===== config.mk =====
export PLATFORM = sky130hd
export DESIGN_NAME = fp_round_stage
export DESIGN_NICKNAME = d
export VERILOG_FILES = /design/src/rtl/fp_pkg.sv /design/src/rtl/fp_round.sv /design/src/rtl/fp_round_stage.sv
export SDC_FILE = /design/constraint.sdc
export NUM_CORES = 1
export LEC_CHECK = 0
export CAP_MARGIN = 25
export CORE_MARGIN = 10
export CORE_UTILIZATION = 45
export CTS_CLUSTER_DIAMETER = 30
export DETAILED_ROUTE_END_ITERATION = 10
export PLACE_DENSITY_LB_ADDON = 0.2
export SYNTH_ARGS = -nofsm -noshare
export SYNTH_HDL_FRONTEND = slang
export SYNTH_SLANG_ARGS = --single-unit

===== constraint.sdc =====
create_clock -name clk -period 1.8 [get_ports clk]
set_clock_uncertainty 0.2 [all_clocks]
set_input_delay 0.36 -clock clk [delete_from_list [all_inputs] [get_ports clk]]
set_output_delay 0.36 -clock clk [all_outputs]
set_load 0.02 [all_outputs]

===== src/rtl/fp_pkg.sv =====
// Shared floating-point word format for the converter back end: 4-bit significand,
// 3-bit exponent, sign, plus the limits the rounding stage saturates against.
package fp_pkg;

    localparam int SIG_W = 4;
    localparam int EXP_W = 3;

    localparam logic [EXP_W-1:0] EXP_MAX = 3'd7;
    localparam logic [SIG_W-1:0] SIG_MAX = 4'b1111;

    typedef struct packed {
        logic             sign;
        logic [EXP_W-1:0] exponent;
        logic [SIG_W-1:0] significand;
    } fp_word_t;

endpackage


===== src/rtl/fp_round.sv =====
// Round-half-up on magnitude, renormalising on significand overflow and saturating at max.
// Purely combinational, no latency, no flow control.
import fp_pkg::*;

module fp_round (
    input  fp_word_t i_word,
    input  logic     i_fifth_bit,
    output fp_word_t o_word,
    output logic     o_saturated
);

    always_comb begin
        o_word      = i_word;
        o_saturated = 1'b0;
        if (i_fifth_bit) begin
            if (i_word.significand != SIG_MAX) begin
                o_word.significand = i_word.significand + 1'b1;
            end else if (i_word.exponent != EXP_MAX) begin
                // 1111 + 1 overflows to 10000; keep the leading one and bump the exponent
                o_word.significand = 4'b1000;
                o_word.exponent    = i_word.exponent + 1'b1;
            end else begin
                o_saturated = 1'b1;
            end
        end
    end

endmodule


===== src/rtl/fp_round_stage.sv =====
// Rounds accepted words into a DEPTH-entry FIFO; 1 cycle to out_valid when empty.
// in_ready drops only when the FIFO is full; head fields hold while out_ready is low.
import fp_pkg::*;

module fp_round_stage #(
    parameter int DEPTH = 2,
    parameter int CNT_W = 8
) (
    input  logic             clk,
    input  logic             rst,
    input  logic             in_valid,
    output logic             in_ready,
    input  logic             in_sign,
    input  logic [SIG_W-1:0] in_significand,
    input  logic [EXP_W-1:0] in_exponent,
    input  logic             in_fifth_bit,
    output logic             out_valid,
    input  logic             out_ready,
    output logic             out_sign,
    output logic [SIG_W-1:0] out_significand,
    output logic [EXP_W-1:0] out_exponent,
    output logic [CNT_W-1:0] sat_count
);

    localparam int PTR_W = (DEPTH > 1) ? $clog2(DEPTH) : 1;
    localparam logic [PTR_W:0] FULL_CNT = (PTR_W + 1)'(DEPTH);

    fp_word_t         r_mem [DEPTH];
    logic [PTR_W-1:0] r_wr_ptr;
    logic [PTR_W-1:0] r_rd_ptr;
    logic [PTR_W:0]   r_count;
    logic [CNT_W-1:0] r_sat_count;

    fp_word_t w_in_word;
    fp_word_t w_rounded;
    fp_word_t w_head;
    logic     w_saturated;
    logic     w_push;
    logic     w_pop;

    assign w_in_word = {in_sign, in_exponent, in_significand};

    fp_round u_round (
        .i_word      (w_in_word),
        .i_fifth_bit (in_fifth_bit),
        .o_word      (w_rounded),
        .o_saturated (w_saturated)
    );

    assign in_ready  = (r_count != FULL_CNT);
    assign out_valid = (r_count != '0);
    assign w_push    = in_valid && in_ready;
    assign w_pop     = out_valid && out_ready;

    assign w_head          = r_mem[r_rd_ptr];
    assign out_sign        = w_head.sign;
    assign out_significand = w_head.significand;
    assign out_exponent    = w_head.exponent;
    assign sat_count       = r_sat_count;

    always_ff @(posedge clk) begin
        if (rst) begin
            for (int i = 0; i < DEPTH; i++) begin
                r_mem[i] <= '0;
            end
            r_wr_ptr    <= '0;
            r_rd_ptr    <= '0;
            r_count     <= '0;
            r_sat_count <= '0;
        end else begin
            if (w_push) begin
                r_mem[r_wr_ptr] <= w_rounded;
                r_wr_ptr        <= r_wr_ptr + 1'b1;
            end
            if (w_pop) begin
                r_rd_ptr <= r_rd_ptr + 1'b1;
            end
            case ({w_push, w_pop})
                2'b10:   r_count <= r_count + 1'b1;
                2'b01:   r_count <= r_count - 1'b1;
                default: r_count <= r_count;
            endcase
            // Counter sticks at all-ones so a long run of overflows never reads as few
            if (w_push && w_saturated && (r_sat_count != {CNT_W{1'b1}})) begin
                r_sat_count <= r_sat_count + 1'b1;
            end
        end
    end

endmodule


---- Word level (Yosys, flattened, before mapping) ----
Memories as Yosys holds them, arrays and structs flattened. A register that Yosys moved wholly into a read port is not among the register bits.
Cells that the tools add are included.
storage, ports and cells
  register bits after elaboration ......... 12
  RAM bits ................................ 16
  bits of input ports ..................... 13
  output and inout port bits .............. 18
  logic and storage cells ................. 43
  memories ................................ 1
memory list
  name   depth  width  read ports  clocked after Yosys merged registers in  wr ports  RTL line              source
  r_mem  2      8      1           1                                        2         fp_round_stage.sv:28  fp_word_t r_mem [DEPTH];
cells by class
  add/subtract/negate cells ............... 7
  equal/unequal tests ..................... 6
  multiplexer cells ....................... 18
  reductions and logical operators ........ 7
operators by type and width
  kind                 count
  $mux 7               2
  $mux 1               12
  $add 8x1->8 const B  1
  $mux 8               1
  $ne 8x8->1 const B   1
  $reduce_or 8->1      1
  $add 4x1->4 const B  1
  $logic_and 1x1->1    4
  $mux 4               1
  $ne 4x4->1 const B   1
  $pmux 2 s2           1
  $reduce_bool 2->1    2
  $add 3x1->3 const B  1
  $mux 3               1
  $ne 3x3->1 const B   1
  $add 1x1->1 const B  2
  $add 2x1->2 const B  1
  $eq 2x1->1 const B   1
  $eq 2x2->1 const B   1
  $ne 2x2->1 const B   1
  $sub 2x1->2 const B  1

---- Longest topological paths before layout ----
Gate-level depths: netlist (run 1).
  depth in word-level cells ............... 7
  gate-level depth with buffers ........... 6
  gate-level depth less buffers ........... 6

---- By module ----
A second synthesis (run 1) with hierarchy kept.
unflattened totals
  cell total of the unflattened synthesis .. 138
  area total of the unflattened synthesis .. 1,493.9 sq um
by module, submodules not included
  module          instances  cells each  area each (sq um)  sequential area each (sq um)
  fp_round_stage  1          114         1,326.3            740.7
  fp_round        1          24          167.7              0.0

---- Least setup slack after synthesis (run 1) ----
Ideal clock, no wire load.
  kind .................................... register -> register
  start point ............................. register r_count[0]
  end point ............................... register r_count[1]
  setup time .............................. 0.071 ns
  arrival ................................. 1.660 ns
  required time ........................... 1.529 ns
  setup slack ............................. -0.130 ns
  stages on the path, launching flop included .. 6
  path buffers ............................ 0
  clock period less this slack ............ 1.930 ns
  cell sequence ........................... dfxtp_1 or2_2 and2_1 ha_1 or3_1 a21oi_1
between the ends
  word-level cells in the longest chain between the ends .. 4
  elaborated cells on any way between the ends .. 10
  those cells by class .................... add/sub: 2; eq/ne: 3; mux: 1; reduce/logical: 4
ends and longest elaborated chain
  what                                             RTL line              source
  start, declared                                  fp_round_stage.sv:31  logic [PTR_W:0] r_count;
  start signal, assigned                           fp_round_stage.sv:79  2'b10: r_count <= r_count + 1'b1;
  start signal, assigned                           fp_round_stage.sv:80  2'b01: r_count <= r_count - 1'b1;
  start signal, assigned                           fp_round_stage.sv:81  default: r_count <= r_count;
  $reduce_bool 2->1 *                              fp_round_stage.sv:51  assign out_valid = (r_count != '0);
  named net out_valid                              fp_round_stage.sv:17  output logic out_valid,
  $logic_and 1x1->1 *                              fp_round_stage.sv:53  assign w_pop = out_valid && out_ready;
  named net w_pop                                  fp_round_stage.sv:39  logic w_pop;
  $eq 2x1->1 or $eq 2x2->1 (tied branches)         fp_round_stage.sv:78  case ({w_push, w_pop})
  $pmux 2 s2 or $reduce_bool 2->1 (tied branches)  -
The timed path passes the listed nets; every way through them passes the cells marked *.
A chain may end at the register's enable or synchronous reset.

==> out/qor.yml, run 1 <==
status: "complete, but fails checks"
violations: "negative setup slack"
synth_edf_count: 16
slew_headroom_pct: 79.1
grt_max_degree: 14
syn_to_final_growth_pct: 50.3
period_minus_slack_ns: 1.87
async_reset_ff_share_pct: 0
cp-start-kind: "register"
cts_buffer_depth: 2
path_buf_inv: 2
crit_type: "register to primary output"
clkLatencyLatePin_ns: 0.33
min_path_type: "register to register"
ff2ff_setup_slack_ns: 0.03
num_rows: 20
grt_pass1_wl_mm: 6.34
dieArea_sq_um: 5870
antennaDiodeCount: 0
r2r_start: "r_count[1]$_SDFFE_PP0P_"
slowest_delay_ns: 0.44
cp_top_family: "flip-flops"
cts.clk_slew.worst_paths_ns: 0.09
n_fill_cell: 252
seq_area_sq_um: 747
nets: 215
syn_area_per_cell_sq_um: 10.5
start_util_pct: 47.3
antenna_left: 0
reg2regPathDepth: 6
final_area_sq_um: 2170
required_ns: 1.24
grt.total_usage_pct: 13.1
die_h_um: 76.6
place_area_sq_um: 1990
worst_path_most_repeated_cell: "buf_6"
port_buffers: 30
ir_drop_uv: 571
syn_inst: 137
syn_nets: 154
drtIter0Drc: 108
min_to: "sat_count[1]$_SDFFE_PP0P_"
yosys_warnings: 0
vias: 1321
core_sq_um: 3050
route.detailed.drc: 0
netlist_area_sq_um: 1440
grt_setup_unrepaired: "yes"
die_x_um: 76.6
num_io_pins: 31
cts_buffers: 5
critical_path_arrival_ns: 1.31
postLayoutSetupSlackWorst_ns: -0.0684
cts_sinks: 29
p_leak_nw: 0.884
min_delay_path_depth: 2
seq_area_frac_synth_pct: 51.3
hp-start: "sat_count[1]$_SDFFE_PP0P_"
worst_hold_slack_ns: 0.315
synth_top_area_share_pct: 33.3
totalWireLength_mm: 3.79
dominantRegCellSynth: "edfxtp_1"
fmax_mhz: 535
finalSetupViolCount: 5
cap_violations: 0
gp_congestion: 0.766
postCtsHoldBufs: 0
hold_violations: 0
yosys-top-cells-count: "23 x nor2_1, 16 x edfxtp_1, 13 x dfxtp_1"
path_cells: "buf_6, mux2_4, buf_6"
yosysTopAreaCell: "edfxtp_1"
drt-wirelength-per-cell_um: 15.6
powerDensity_nw_per_um2: 1040
routed_via_density: 5.44
place_hpwl_mm: 2.71
drive_above_1_share_pct: 37.7
synth_area_leaders: "edfxtp_1 33%, dfxtp_1 18%, mux2_2 7.0%"
cp-end-kind: "primary output"
postLayoutCoreUtil_pct: 71.0
grt_overflow: 0
cts_tree: "done"
worst_slew_pin_slew_ns: 0.314
yosysMostFrequentCell: "nor2_1"
slew_violations: 0
total_power_mw: 2.26
grt_pass1_vias: 1367
antenna_found_initial: 0
fin_crit_sh_pct: 104
timing.rr.end: "r_count[1]$_SDFFE_PP0P_"
slowest_stage: "dfxtp_4"
clockRootBuffer: "clkbuf_4"
htreeDepth: 2
crit_fanout: 8
ys_seq_elements: 29
yosysUniqueCellTypes: 35
multi_input_area_sq_um: 777
firstDrtPassIters: 4
how the worst max path moves through the flow:
stage                            startpoint                   endpoint  cells after the start  slack, ns
finish                             register         out_significand[3]                      3      -0.07
global placement          in_significand[0]  sat_count[3]$_SDFFE_PP0P_                      7      -0.51
global route                       register         out_significand[3]                      3      -0.13
detailed placement        in_significand[0]  sat_count[2]$_SDFFE_PP0P_                      7      -0.60
CTS                                register         out_significand[3]                      4      -0.12
floorplan           r_count[1]$_SDFFE_PP0P_    r_count[1]$_SDFFE_PP0P_                      5       0.01
cells by family after synthesis:
family / after synthesis / share of synthesized area [%]
buffers and inverters: 6 / 1.65
flip-flops: 29 / 51.3
multiplexers: 12 / 9.11
adder cells (fa/ha/maj): 4 / 3.47
XOR/XNOR: 5 / 3.04
AND/OR/NAND/NOR: 58 / 22.0
AO/OA/AOI/OAI: 23 / 9.37
cells in the final DEF (no fill, tap or decap), types with 3 or more instances in the layout:
cell,count
edfxtp_1,16
clkbuf_4,5
xnor2_1,3
dfxtp_1,10
mux2_4,7
nand2_1,4
mux2i_1,3
nor2_1,22
clkdlybuf4s50_1,8
nand2b_1,4
buf_6,12
nand4_1,3
and4_1,3
a21oi_1,7
or3_1,5
buf_2,3
dlygate4sd2_1,12
buf_4,22
o21ai_0,6
a21oi_2,3
per-stage QoR:
step	TNS [ns]	instances	setup WS, ns
finish	-0.292	243	-0.0684
floorplan	0	137	0.0140
global placement	-9.71	229	-0.512
global route	-0.752	243	-0.130
detailed placement	-11.94	229	-0.601
CTS	-0.524	244	-0.121
layout make-up:
cell class	instances	share of cell area [%]
Multi-Input combinational cell	102	35.8
Sequential cell	29	34.4
Timing Repair Buffer	59	24.2
Tap cell	44	2.54
Clock buffer	6	2.37
Clock inverter	2	0.404
Inverter	1	0.173
routing by layer:
metal / track usage, % / vias up / wire length [um]
li1: - / 635 / -
met1: 14.9 / 645 / 1660
met2: 21.8 / 33 / 1900
met3: 4.48 / 8 / 160
met4: 5.95 / 0 / 61
met5: 0 / - / 0
tightest hold or removal path, cell delays in order (launching register included):
cell and delay [ns]:
dfxtp_2 0.35, nand2b_1 0.07, mux2i_1 0.06
registers in the layout, summed over array words and instances (netlist names), named ones only:
register	flops
r_wr_ptr	1
r_count	2
r_mem	16
sat_count	8
r_rd_ptr	1
power breakdown:
| group | total [mW] | leakage, nW | internal (mW) | switching [mW] |
|---|---|---|---|---|
| Clock | 0.412 | 0.0357 | 0.183 | 0.229 |
| Combinational | 0.954 | 0.571 | 0.540 | 0.414 |
| Sequential | 0.896 | 0.277 | 0.819 | 0.0774 |
timing repair:
action                     in CTS  in global routing
setup endpoints to repair      34                 18
gates resized for setup        81                 15
gates cloned                    1                  0
setup buffers                   6                  0
pin swaps                       5                  2
Note: power is estimated with default switching activity, not from simulation.
==> run 2, diff against run 1 <==
- SLEW_MARGIN: not set -> 20
==> results of run 2 <==
No change in the layout: final DEF, timing and power equal those of run 1.
